File: src/rtl/irq_priority_encoder.sv
// Sequential 8-to-3 interrupt priority encoder. Rising request edges are latched
// into a pending register; the winning unmasked bit is presented until acknowledged.
module irq_priority_encoder #(
    parameter bit MSB_FIRST = 1'b0
) (
    input  logic       clk,
    input  logic       rst,
    input  logic [7:0] req,
    input  logic [7:0] mask,
    input  logic       enable,
    input  logic       ack,
    output logic [2:0] code,
    output logic       valid,
    output logic [7:0] pending
);

    typedef enum logic [1:0] {
        IDLE    = 2'd0,
        PRESENT = 2'd1,
        GAP     = 2'd2
    } state_t;

    state_t     state_q;
    logic [7:0] req_q;
    logic [7:0] pend_q;
    logic [7:0] pend_d;
    logic [2:0] code_q;
    logic       valid_q;

    logic [7:0] req_edge;
    logic [7:0] clr;
    logic [7:0] cand;
    logic [2:0] sel_idx;
    logic       ack_acc;

    assign req_edge = req & ~req_q;
    assign ack_acc  = (state_q == PRESENT) && ack;
    assign clr      = ack_acc ? (8'd1 << code_q) : 8'd0;
    // Set wins over clear so an edge arriving with the ack is not lost.
    assign pend_d   = (pend_q & ~clr) | req_edge;
    assign cand     = pend_q & ~mask;

    // Last assignment in loop order wins, so the scan direction sets priority.
    always_comb begin
        sel_idx = 3'd0;
        if (MSB_FIRST) begin
            for (int i = 0; i < 8; i++)
                if (cand[i]) sel_idx = 3'(i);
        end else begin
            for (int i = 7; i >= 0; i--)
                if (cand[i]) sel_idx = 3'(i);
        end
    end

    always_ff @(posedge clk) begin
        if (rst) begin
            req_q   <= req;
            pend_q  <= 8'h00;
            code_q  <= 3'd0;
            valid_q <= 1'b0;
            state_q <= IDLE;
        end else begin
            req_q  <= req;
            pend_q <= pend_d;
            case (state_q)
                IDLE: begin
                    if (enable && (cand != 8'h00)) begin
                        code_q  <= sel_idx;
                        valid_q <= 1'b1;
                        state_q <= PRESENT;
                    end else begin
                        valid_q <= 1'b0;
                    end
                end
                PRESENT: begin
                    if (ack) begin
                        valid_q <= 1'b0;
                        state_q <= GAP;
                    end
                end
                GAP: begin
                    valid_q <= 1'b0;
                    state_q <= IDLE;
                end
                default: begin
                    valid_q <= 1'b0;
                    state_q <= IDLE;
                end
            endcase
        end
    end

    assign code    = code_q;
    assign valid   = valid_q;
    assign pending = pend_q;

endmodule
File: config.mk
export PLATFORM = sky130hd
export DESIGN_NAME = irq_priority_encoder
export DESIGN_NICKNAME = d
export VERILOG_FILES = /design/src/rtl/irq_priority_encoder.sv
export SDC_FILE = /design/constraint.sdc
export NUM_CORES = 1
export LEC_CHECK = 0
export BUFFER_PORTS_ARGS = -buffer_cell sky130_fd_sc_hd__clkbuf_2
export CORE_UTILIZATION = 42
export CTS_CLUSTER_SIZE = 10
export DETAILED_ROUTE_END_ITERATION = 10
export GPL_ROUTABILITY_DRIVEN = 0
export PLACE_DENSITY = 0.72
export REMOVE_ABC_BUFFERS = 1
export SETUP_SLACK_MARGIN = 0.1
export SLEW_MARGIN = 15
export SYNTH_ARGS = -nofsm -noshare
export SYNTH_HDL_FRONTEND = slang
export SYNTH_SLANG_ARGS = --single-unit
File: constraint.sdc
create_clock -name clk -period 1.12 [get_ports clk]
set_input_delay 0.224 -clock clk [delete_from_list [all_inputs] [get_ports clk]]
set_output_delay 0.224 -clock clk [all_outputs]
set_load 0.01 [all_outputs]
==> metrics.md, run 1 <==
| Metric | Value |
|---|---|
| Status | finished, violations left |
| Failing checks | negative setup slack |
| Post-synth top cells | dfxtp_1, nand2b_1, a21oi_1 |
| # setup viols final | 8 |
| Period minus WS final | roughly 1.2 ns |
| Register area | ~470 sq um |
| CTS Buf Count | 3 |
| CTS tree | done |
| Vias per inst | between 5 and 6 |
| Drt wl/cell | roughly 15 um |
| Number of nets in the layout | 163 |
| CTS root buffer | clkbuf_4 |
| Synth area leader | dfxtp_1 |
| Worst-case reg-to-reg path depth | 4 |
| Startpoint types | flip-flop |
| CP Capture Point | pending[0] |
| Final instance area | 1446 sq um |
| Post-CTS Hold Fix Bufs | 0 |
| First-pass GRT wire length | 3367 um |
| Vias | slightly below 900 |
| Share of synthesized registers carrying an async set or reset | 0% |
| Setup Skew | 0.0008818 ns |
| Slew margin rel. | 82.23% |
| Final Hold Fails | 0 |
| Hold Worst Slack | 0.02336 ns |
| Most frequent cell after synthesis | dfxtp_1 |
| ANT cells | 0 |
| Ports | 32 |
| Chip height | 47.11 um |
| Synth Area in Adders | 0% |
| Pre-CTS setup slack | -0.08507 ns |
| Vias in the first global route | 795 |
| Post-placement cell area | 1082 sq um |
| DIE WIDTH | between 40 and 50 um |
| Dpl cells | 150 |
| Setup crit end kind | flip-flop |
| # clock sinks | 22 |
| Detailed placement HPWL | between 1000 and 1500 um |
| Main combinational cell family by area after synthesis | simple AND/OR/NAND/NOR gates |
| Crit path from | state_q[1] |
| Seq/Total Area, Yosys | 51.54% |
| Compound-Gate Fraction of Synth Area | 21.38% |
| Area occupied by multi-input gates | 510.5 sq um |
| Count of input and output buffers | 31 |
| Cell area power density | 1191 nW/um^2 |
| Setup slack after layout | -0.07435 ns |
| Achievable Freq | ~840 MHz |
| R2R setup slack | -0.07 ns |
| Syn Std Cell Area | 854.6 sq um |
| Clock Latency Late Sink | 0.30 ns |
| Largest net degree at the start of global routing | 13 |
| Max Slew Vio Count | 0 |
| Netlist cell types | 26 |
| Critical path arrival | 1.40 ns |
| Reg clk slew, reported paths | approximately 0.12 ns |
| Max-Cap Viols | 0 |
| Grt ovf | 0 |
| Peak supply drop | just over 0.001 V |
| Yosys Warn Count | 0 |
| Worst r2r src | state_q[1] |
| Critical path type | flip-flop to flip-flop |
| Slew of the pin with the lowest slew margin | between 0.2 and 0.3 ns |
| Crit path max fanout | 4 |
| Area growth syn-to-layout | 69.25% |
| Tcrit/Tclk final | 106.6% |
| Initial antenna violation count | 0 |
| First-pass detailed-route iteration total | 4 |
| Share of the synthesized area in the top cell type | 51.54% |
| Synth Area in XOR/XNOR | 0% |
| RSZ-0062 raised after global routing | true |
| Yosys reg bits | 22 |
| Fin cells | 167 |
| Final wirelength | approximately 2400 um |
| Simple-Gate Fraction of Synth Area | between 20 and 30% |
| Overall Global Routing Usage | 22.07% |
| DRC Markers | 0 |
| H-tree depth | 1 |
| Post-synth top flop | dfxtp_1 |
| Main area contributors after synthesis | dfxtp_1, nand2b_1, a21oi_1 |
| Post-synthesis mux area share | 0% |
| # rows | 15 |
| Die Area | between 2000 and 2500 sq um |
| Leak | 0.6266 nW |
| Hold Crit Class | input pin to flip-flop |
| Worst EP required | 1.33 ns |
| Number of synthesized flops with an enable pin | 0 |
| Starting Density | 46.94% |
| Syn Inst Count | between 80 and 90 |
| CTS Buffer Depth | 2 |
| Mean Syn Cell Area | 9.602 sq um |
| Fill cells | 114 |
| Core region area | 1821 sq um |
| Worst flop-to-flop path endpoint | pending[0] |
| Proportion of layout cells with a drive suffix above 1 | 61.27% |
| Power Total | 1.723 mW |
| Initial DRC Count | 22 |
| DRT antenna net count | 0 |
-- worst min path at each step --
stage | start | endpoint | depth (start not counted)
floorplan | req[0] | req_q[0] | 0
global placement | req[1] | req_q[1] | 1
detailed placement | req[1] | req_q[1] | 1
CTS | req[1] | req_q[1] | 1
global route | req[6] | req_q[6] | 1
finish | req[7] | req_q[7] | 1
-- metrics by stage --
step | setup TNS, ns | util (%)
6_report | -0.2715 | 79.45
3_3_place_gp | -0.1788 | 59.45
4_1_cts | -0.1054 | 68.80
2_1_floorplan | -0.01748 | -
3_5_place_dp | -0.3643 | 59.45
5_1_grt | -0.8999 | 79.45
-- registers in the layout, summed over array words and instances (netlist names) --
| signal | flops |
|---|---|
| req_q | 8 |
| valid | 1 |
| pending | 8 |
| code | 3 |
| state_q | 2 |
-- layout make-up --
cell class / instances / area share [%]
multi-input combinational: 64 / 35.29
sequential: 22 / 32.44
timing repair buffer: 50 / 27.08
clock buffer: 4 / 2.509
tap: 25 / 2.163
inverter: 2 / 0.5190
-- routing by layer --
| metal | up-vias | routed length (um) | global-route usage, % |
|---|---|---|---|
| li1 | 431 | - | - |
| met1 | 425 | 1071 | 28.33 |
| met2 | 22 | 1252 | 36.67 |
| met3 | 2 | 94 | 2.308 |
| met4 | 0 | 4 | 11.43 |
| met5 | - | 0 | 0 |
-- where the power goes --
group / leakage (nW) / internal (mW) / switching, mW
clock network: 0.0210 / 0.199 / 0.234
logic: 0.417 / 0.235 / 0.171
registers: 0.189 / 0.836 / 0.0490
total: 0.627 / 1.27 / 0.453
-- critical path, cell delays in order (launching register included) --
cell and delay [ns]:
dfxtp_2 0.36, nand3b_1 0.19, or2_4 0.28, o31ai_2 0.18
a21oi_1 0.09
-- placed cells by master (no fill, tap or decap), types with 2 or more instances in the layout --
cell,count
dfxtp_2,8
dfxtp_4,5
inv_1,2
clkbuf_2,21
nand2_1,2
o21ai_2,2
nand2b_1,12
nand4_1,2
o21ai_1,4
buf_6,15
dfxtp_1,9
nor2_1,2
nor2b_1,4
a21oi_1,10
clkbuf_4,3
nand2b_4,5
o31ai_2,2
a21oi_2,2
buf_4,13
-- repair_timing --
| item | 4_1_cts | 5_1_grt |
|---|---|---|
| hold endpoints to repair | 0 | 0 |
| setup buffers | 8 | 5 |
| cloned | 0 | 0 |
| setup endpoints to repair | 23 | 25 |
| pin swaps | 4 | 8 |
| resized for setup | 32 | 36 |
-- cell families (layout without fill, tap and decap cells) --
| kind of cell | after synthesis | after routing |
|---|---|---|
| and+or+nand+nor | 35 | 35 |
| AOI/OAI and AO/OA | 29 | 29 |
| DFF | 22 | 22 |
| buffers and inverters | 3 | 56 |
No activity file was read; power rests on OpenSTA's default activity.
==> run 2, diff against run 1 <==
--- a/config.mk
+++ b/config.mk
@@ -5,12 +5,13 @@
 export SDC_FILE = /design/constraint.sdc
 export NUM_CORES = 1
 export LEC_CHECK = 0
+export ABC_AREA = 1
 export BUFFER_PORTS_ARGS = -buffer_cell sky130_fd_sc_hd__clkbuf_2
 export CORE_UTILIZATION = 42
 export CTS_CLUSTER_SIZE = 10
 export DETAILED_ROUTE_END_ITERATION = 10
 export GPL_ROUTABILITY_DRIVEN = 0
-export PLACE_DENSITY = 0.72
+export PLACE_DENSITY = 0.71
 export REMOVE_ABC_BUFFERS = 1
 export SETUP_SLACK_MARGIN = 0.1
 export SLEW_MARGIN = 15
==> run 2 against run 1 <==
Synthesized cell count grew 31%. Fmax grew 5.0%. Clock-buffer cell count shrank 1. Die area grew 3.0%. Global-route usage shrank 1.8 points. Via count grew 8.2%. Power grew 15%. Sequential share of layout area shrank 1.5 points. Synthesized area grew 3.1%. The flow still finishes with violations (negative setup slack).
==> metrics.md, run 2 <==
| Metric | Value |
|---|---|
| Yosys Warn Count | 0 |
| Tcrit/Tclk final | 101.6% |
| Power Internal | 1.437 mW |
| Main combinational cell family by area after synthesis | simple AND/OR/NAND/NOR gates |
| Yosys reg bits | 22 |
| Detailed placement HPWL | 1515 um |
| Drt wl/cell | 13.01 um |
| Hold Crit Class | input pin to flip-flop |
| Flop pwr share | 45.7% |
| First-pass detailed-route iteration total | 4 |
| Share of the synthesized area in the top cell type | between 50% and 60% |
| Starting Density | between 40% and 50% |
| Share of synthesized registers carrying an async set or reset | 0% |
| Number of nets in the layout | between 150 and 200 |
| Final Hold Fails | 0 |
| Post-synth top flop | dfxtp_1 |
| Fin cells | 199 |
| Post-synth top cells | nand2_1, dfxtp_1, inv_1 |
| Netlist cell types | 17 |
| Setup Skew | 0.009612 ns |
| Initial antenna violation count | 0 |
| Worst-case reg-to-reg path depth | 8 |
| Most frequent cell after synthesis | nand2_1 |
| CP Capture Point | code[2] |
| First-pass GRT wire length | 3194 um |
| Worst EP required | 0.90 ns |
| Synth Area in XOR/XNOR | 0% |
| Most frequent cells in the layout | nand2_1, clkbuf_2, inv_1, buf_6, buf_4 |
| Setup TNS | -0.03248 ns |
| Vias per inst | 4.784 |
| RSZ-0062 raised after global routing | true |
| Max Slew Vio Count | 0 |
| Proportion of layout cells with a drive suffix above 1 | 58.14% |
| Setup crit end kind | output pin |
| Clock Latency Late Sink | between 0.3 and 0.4 ns |
| Synth Area in Adders | 0% |
| Worst r2r src | pending[1] |
| Critical path arrival | 0.91 ns |
| Overall Global Routing Usage | 20.29% |
| R2R setup slack | -0.01 ns |
| Seq/Total Area, Yosys | roughly half |
| ANT cells | 0 |
| Achievable Freq | 879.1 MHz |
| Cells on Worst Hold Path | 1 |
| Die Area | 2284 sq um |
| Failing checks | negative setup slack |
| CTS root buffer | clkbuf_4 |
| Combinational share of power | 23.1% |
| # setup viols final | 4 |
| Final wirelength | roughly 2600 um |
| Post-synthesis mux area share | 0% |
| Worst path slowest cell | dfxtp_4 |
| Number of synthesized flops with an enable pin | 0 |
| Worst stage delay on the critical path | 0.38 ns |
| CP dominant cell by count | buf_6 |
| Cell area power density | 1318 nW/um^2 |
| Vias in the first global route | approximately 800 |
| Worst flop-to-flop path endpoint | code[1] |
| Main area contributors after synthesis | dfxtp_1, nand2_1, inv_1 |
| Slew of the pin with the lowest slew margin | 0.2778 ns |
| Syn Inst Count | approximately 120 |
| Leak | 0.7597 nW |
| Area growth syn-to-layout | 70.45% |
| Startpoint types | flip-flop |
| Chip height | 47.80 um |
| Synth area leader | dfxtp_1 |
| # rows | 16 |
| Ports | 32 |
| DRC Markers | 0 |
| Crit path from | code[2] |
| CTS tree | done |
| NetSw | 0.5417 mW |
| Vias | 952 |
| Crit path max fanout | 3 |
| Simple-Gate Fraction of Synth Area | between 20 and 25% |
| Switch share | 27.38% |
| Setup slack after layout | -0.01752 ns |
| CTS Buffer Depth | 2 |
| Core region area | around 2000 sq um |
| DIE WIDTH | 47.80 um |
| Compound-Gate Fraction of Synth Area | roughly 17% |
| Syn Std Cell Area | 880.8 sq um |
| Initial DRC Count | 16 |
| Status | finished, violations left |
| CP Cell Sequence | buf_6, buf_6 |
| Critical path type | flip-flop to output pin |
| Peak supply drop | 0.001206 V |
| Clock power share | 31.2% |
| Max-Cap Viols | 0 |
| Period minus WS final | 1.138 ns |
| Grt ovf | 0 |
| DRT antenna net count | 0 |
| CTS Buf Count | 3 |
| # clock sinks | 22 |
| Largest net degree at the start of global routing | 14 |
| Final Core Density | about 77% |
| Slew margin rel. | 81.24% |
| Count of input and output buffers | 31 |
| Dpl cells | 180 |
| Mean Syn Cell Area | approximately 7.5 sq um |
| H-tree depth | 1 |
| Reg clk slew, reported paths | 0.13 ns |
run 2: cell count changes after synthesis, moves of 5 or more:
cell	change
inv_1	+17
nand2_1	+28
nand2b_1	-17
nor2_1	+7
nor2b_1	-5
run 2: layout make-up:
class,instances,area (sq um)
Clock buffer,3,22.52
Timing Repair Buffer,51,389.1
Fill cell,162,460.4
Multi-Input combinational cell,72,473.0
Sequential cell,22,464.2
Clock inverter,1,30.03
Inverter,23,88.84
Tap cell,27,33.78
run 2: cells by family (layout without fill, tap and decap cells):
group,count (synthesis),in the layout
AND/OR/NAND/NOR,47,48
AO/OA/AOI/OAI,24,24
buffers and inverters,24,78
flip-flops,22,22
run 2: what timing repair did:
action	CTS	global route
buffers inserted	7	7
pin swaps	10	11
resized for setup	31	45
hold buffers	0	0
endpoints found under the setup margin	23	23
gates cloned	0	1
run 2: routing by layer:
metal | global-route usage [%] | part of all wire [%] | vias up | wire length (um)
li1 | - | - | 481 | -
met1 | 25.00 | 42 | 426 | 1083
met2 | 34.59 | 51 | 37 | 1316
met3 | 3.019 | 4.2 | 8 | 109
met4 | 9.444 | 3.1 | 0 | 79
met5 | 0 | 0 | - | 0
run 2: worst max-delay path: cells and delay by family, from the launching register on:
family | cells | cell delay (ns)
buf+inv | 2 | 0.22
flops | 1 | 0.38
run 2: per-stage QoR:
step                area (sq um)  worst slack [ns]  total power [mW]  hold slack, ns
floorplan                  877.1           0.08067             1.048          0.2517
global placement            1111          0.004493             1.173          0.3425
detailed placement          1111          -0.01291             1.181          0.3455
CTS                         1294          -0.01429             1.839         0.01704
global route                1501          -0.06492             2.055        0.003138
finish                      1501          -0.01752             1.979         0.01144
run 2: power by group through the flow:
stage | clock, mW | sequential [mW] | combinational, mW
global route | 0.649 | 0.913 | 0.492
global placement | 0 | 0.900 | 0.273
floorplan | 0 | 0.912 | 0.137
finish | 0.617 | 0.904 | 0.458
detailed placement | 0 | 0.902 | 0.280
CTS | 0.613 | 0.891 | 0.335
run 2: worst min path at each step:
stage / startpoint / end / slack, ns
global placement: req[7] / req_q[7] / 0.34
floorplan: req[0] / req_q[0] / 0.25
global route: req[3] / req_q[3] / 0.003
detailed placement: req[3] / req_q[3] / 0.35
finish: req[2] / req_q[2] / 0.01
CTS: req[3] / req_q[3] / 0.02
==> run 3, diff against run 2 <==
--- a/config.mk
+++ b/config.mk
@@ -13,7 +13,6 @@
 export GPL_ROUTABILITY_DRIVEN = 0
 export PLACE_DENSITY = 0.71
 export REMOVE_ABC_BUFFERS = 1
-export SETUP_SLACK_MARGIN = 0.1
 export SLEW_MARGIN = 15
 export SYNTH_ARGS = -nofsm -noshare
 export SYNTH_HDL_FRONTEND = slang
==> run 3 against run 2 <==
The flow still finishes with violations (negative setup slack). Die area stayed put. Wire length is 16% lower. Clock skew is 0.0046 ns lower. Worst hold slack better by 0.014 ns. Clock power is 3% lower. Fmax is 1.3% higher. Sequential power is 2% lower. Core utilization is 4.0 points lower. Register-to-register slack hardly changed. Cell count is 1.5% lower. Non-clock buffer count is 2 lower. Critical path type is now flip-flop to flip-flop.
==> metrics.md, run 3 (synthesis results as in run 2) <==
| Metric | Value |
|---|---|
| Status | finished, violations left |
| Failing checks | negative setup slack |
| Overall Global Routing Usage | around 20% |
| Clock power share | 31.5% |
| Most common cell after layout, fill and taps aside | clkbuf_2 |
| Leak | 0.7214 nW |
| Core region area | a little under 2000 sq um |
| Reg clk slew, reported paths | 0.13 ns |
| Final instance area | 1423 sq um |
| Vias | 908 |
| CP dominant cell by count | nand2_2 |
| Post-placement cell area | about 1100 sq um |
| CTS Buf Count | 3 |
| # rows | 16 |
| Die Area | ~2300 sq um |
| DIE WIDTH | 47.80 um |
| Power Internal | 1.414 mW |
| Final wirelength | 2183 um |
| Drt wl/cell | 11.14 um |
| Largest delay share family, worst path | simple AND/OR/NAND/NOR gates |
| Fill cells | 180 |
| Slew of the pin with the lowest slew margin | 0.2817 ns |
| Proportion of layout cells with a drive suffix above 1 | 53.25% |
| Area growth syn-to-layout | 61.51% |
| First-pass GRT wire length | ~3100 um |
| Count of input and output buffers | 31 |
| Worst r2r src | pending[1] |
| Most frequent cells in the layout | clkbuf_2, nand2_1, inv_1 |
| Setup Skew | 0.005028 ns |
| Initial antenna violation count | 0 |
| Slew margin rel. | 80.97% |
| Period minus WS final | 1.122 ns |
| Flop pwr share | 46.6% |
| # clock sinks | 22 |
| RSZ-0062 raised after global routing | true |
| Setup slack after layout | -0.002488 ns |
| Post-CTS Hold Fix Bufs | 0 |
| R2R setup slack | -0.002 ns |
| Startpoint types | flip-flop |
| Number of nets in the layout | 190 |
| Clock Latency Late Sink | 0.30 ns |
| Peak supply drop | 0.0009489 V |
| Worst flop-to-flop path endpoint | code[1] |
| Largest net degree at the start of global routing | 14 |
| Dpl cells | 180 |
| Ports | 32 |
| Setup crit end kind | flip-flop |
| CP Cell Sequence | nand2_2, nand2_2, nor2_2, nand2_1, nand2_2, inv_2, o21ai_2, nor2_2 |
| Hold Crit Class | input pin to flip-flop |
| CTS root buffer | clkbuf_4 |
| Hold Startpoint | req[2] |
| Worst stage delay on the critical path | between 0.3 and 0.4 ns |
| Setup TNS | -0.002488 ns |
| Worst-case reg-to-reg path depth | 8 |
| Vias per inst | between 4 and 5 |
| WP buf/inv | 1 |
| Crit path max fanout | 4 |
| Pre-CTS setup slack | -0.01291 ns |
| Critical path arrival | 1.33 ns |
| Final Hold Fails | 0 |
| H-tree depth | 1 |
| Max Slew Vio Count | 0 |
| Cells on Worst Hold Path | 1 |
| CTS tree | done |
| # setup viols final | 1 |
| Combinational share of power | 21.8% |
| Chip height | about 48 um |
| Cell area power density | ~1300 nW/um^2 |
| First-pass detailed-route iteration total | 4 |
| Switch share | between 20% and 30% |
| Fin cells | 196 |
| Worst path slowest cell | dfxtp_2 |
| Worst Hold End | req_q[2] |
| NetSw | 0.4926 mW |
| Worst EP required | between 1 and 1.5 ns |
| Achievable Freq | 890.9 MHz |
| Tcrit/Tclk final | 100.2% |
| Vias in the first global route | 784 |
| Initial DRC Count | 18 |
| CTS Buffer Depth | 2 |
| Detailed placement HPWL | around 1500 um |
| Grt ovf | 0 |
| Critical path type | flip-flop to flip-flop |
| Max-Cap Viols | 0 |
| DRT antenna net count | 0 |
| ANT cells | 0 |
| Starting Density | 44.90% |
| DRC Markers | 0 |
-- run 3: cell count changes in the layout (fill, tap and decap cells not counted), moves of 2 or more --
cell / delta
dfxtp_1: +2
nand2_4: -3
buf_6: -5
buf_2: -3
dfxtp_2: -2
clkbuf_2: +5
nand2_1: +2
-- run 3: cell type report --
class,count,area [sq um],area share [%]
Clock buffer,3,22.52,1.583
Clock inverter,1,30.03,2.111
Inverter,23,86.33,6.069
Multi-Input combinational cell,71,425.4,29.90
Sequential cell,22,461.7,32.45
Tap cell,27,33.78,2.375
Timing Repair Buffer,49,362.8,25.51
-- run 3: timing repair --
item / 4_1_cts / 5_1_grt
gates resized for setup: 28 / 25
buffers inserted: 7 / 7
setup endpoints to repair: 8 / 15
hold endpoints to repair: 0 / 0
cloned: 0 / 0
pin swaps: 10 / 10
-- run 3: worst max-delay path by stage --
| stage | from | to | depth (start not counted) |
|---|---|---|---|
| 2_1_floorplan | pending[0] | code[1] | 8 |
| 3_5_place_dp | code[0] | pending[1] | 3 |
| 5_1_grt | pending[7] | state_q[0] | 8 |
| 4_1_cts | pending[3] | code[1] | 8 |
| 6_report | pending[1] | code[1] | 8 |
| 3_3_place_gp | code[0] | pending[1] | 3 |
-- run 3: through the flow --
| step | power (mW) | util, % | hold WS [ns] |
|---|---|---|---|
| after floorplan | 1.048 | - | 0.2517 |
| after global placement | 1.173 | 56.63 | 0.3425 |
| after detailed placement | 1.181 | 56.63 | 0.3455 |
| after global routing | 2.006 | 72.51 | 0.0003579 |
| final | 1.907 | 72.51 | 0.02523 |
| after CTS | 1.828 | 64.80 | 0.01704 |
-- run 3: layer usage --
layer / vias to the layer above / part of all wire [%] / global-route usage (%)
met5: - / 0 / 0
met4: 0 / 0.78 / 6.667
met3: 2 / 4.4 / 2.642
met2: 26 / 51 / 33.51
met1: 407 / 44 / 25.23
li1: 473 / - / -
-- run 3: worst register-to-register path, cell delays in order, from the launching register on --
cell and delay (ns):
dfxtp_2 0.35, nand2_2 0.07, nand2_2 0.07, nor2_2 0.13
nand2_1 0.08, nand2_2 0.10, inv_2 0.07, o21ai_2 0.12
nor2_2 0.04
-- run 3: power groups by stage --
stage	registers (mW)	clock network [mW]	logic, mW
after global routing	0.897	0.652	0.457
after global placement	0.900	0	0.273
final	0.889	0.601	0.417
after CTS	0.890	0.613	0.324
after floorplan	0.912	0	0.137
after detailed placement	0.902	0	0.280
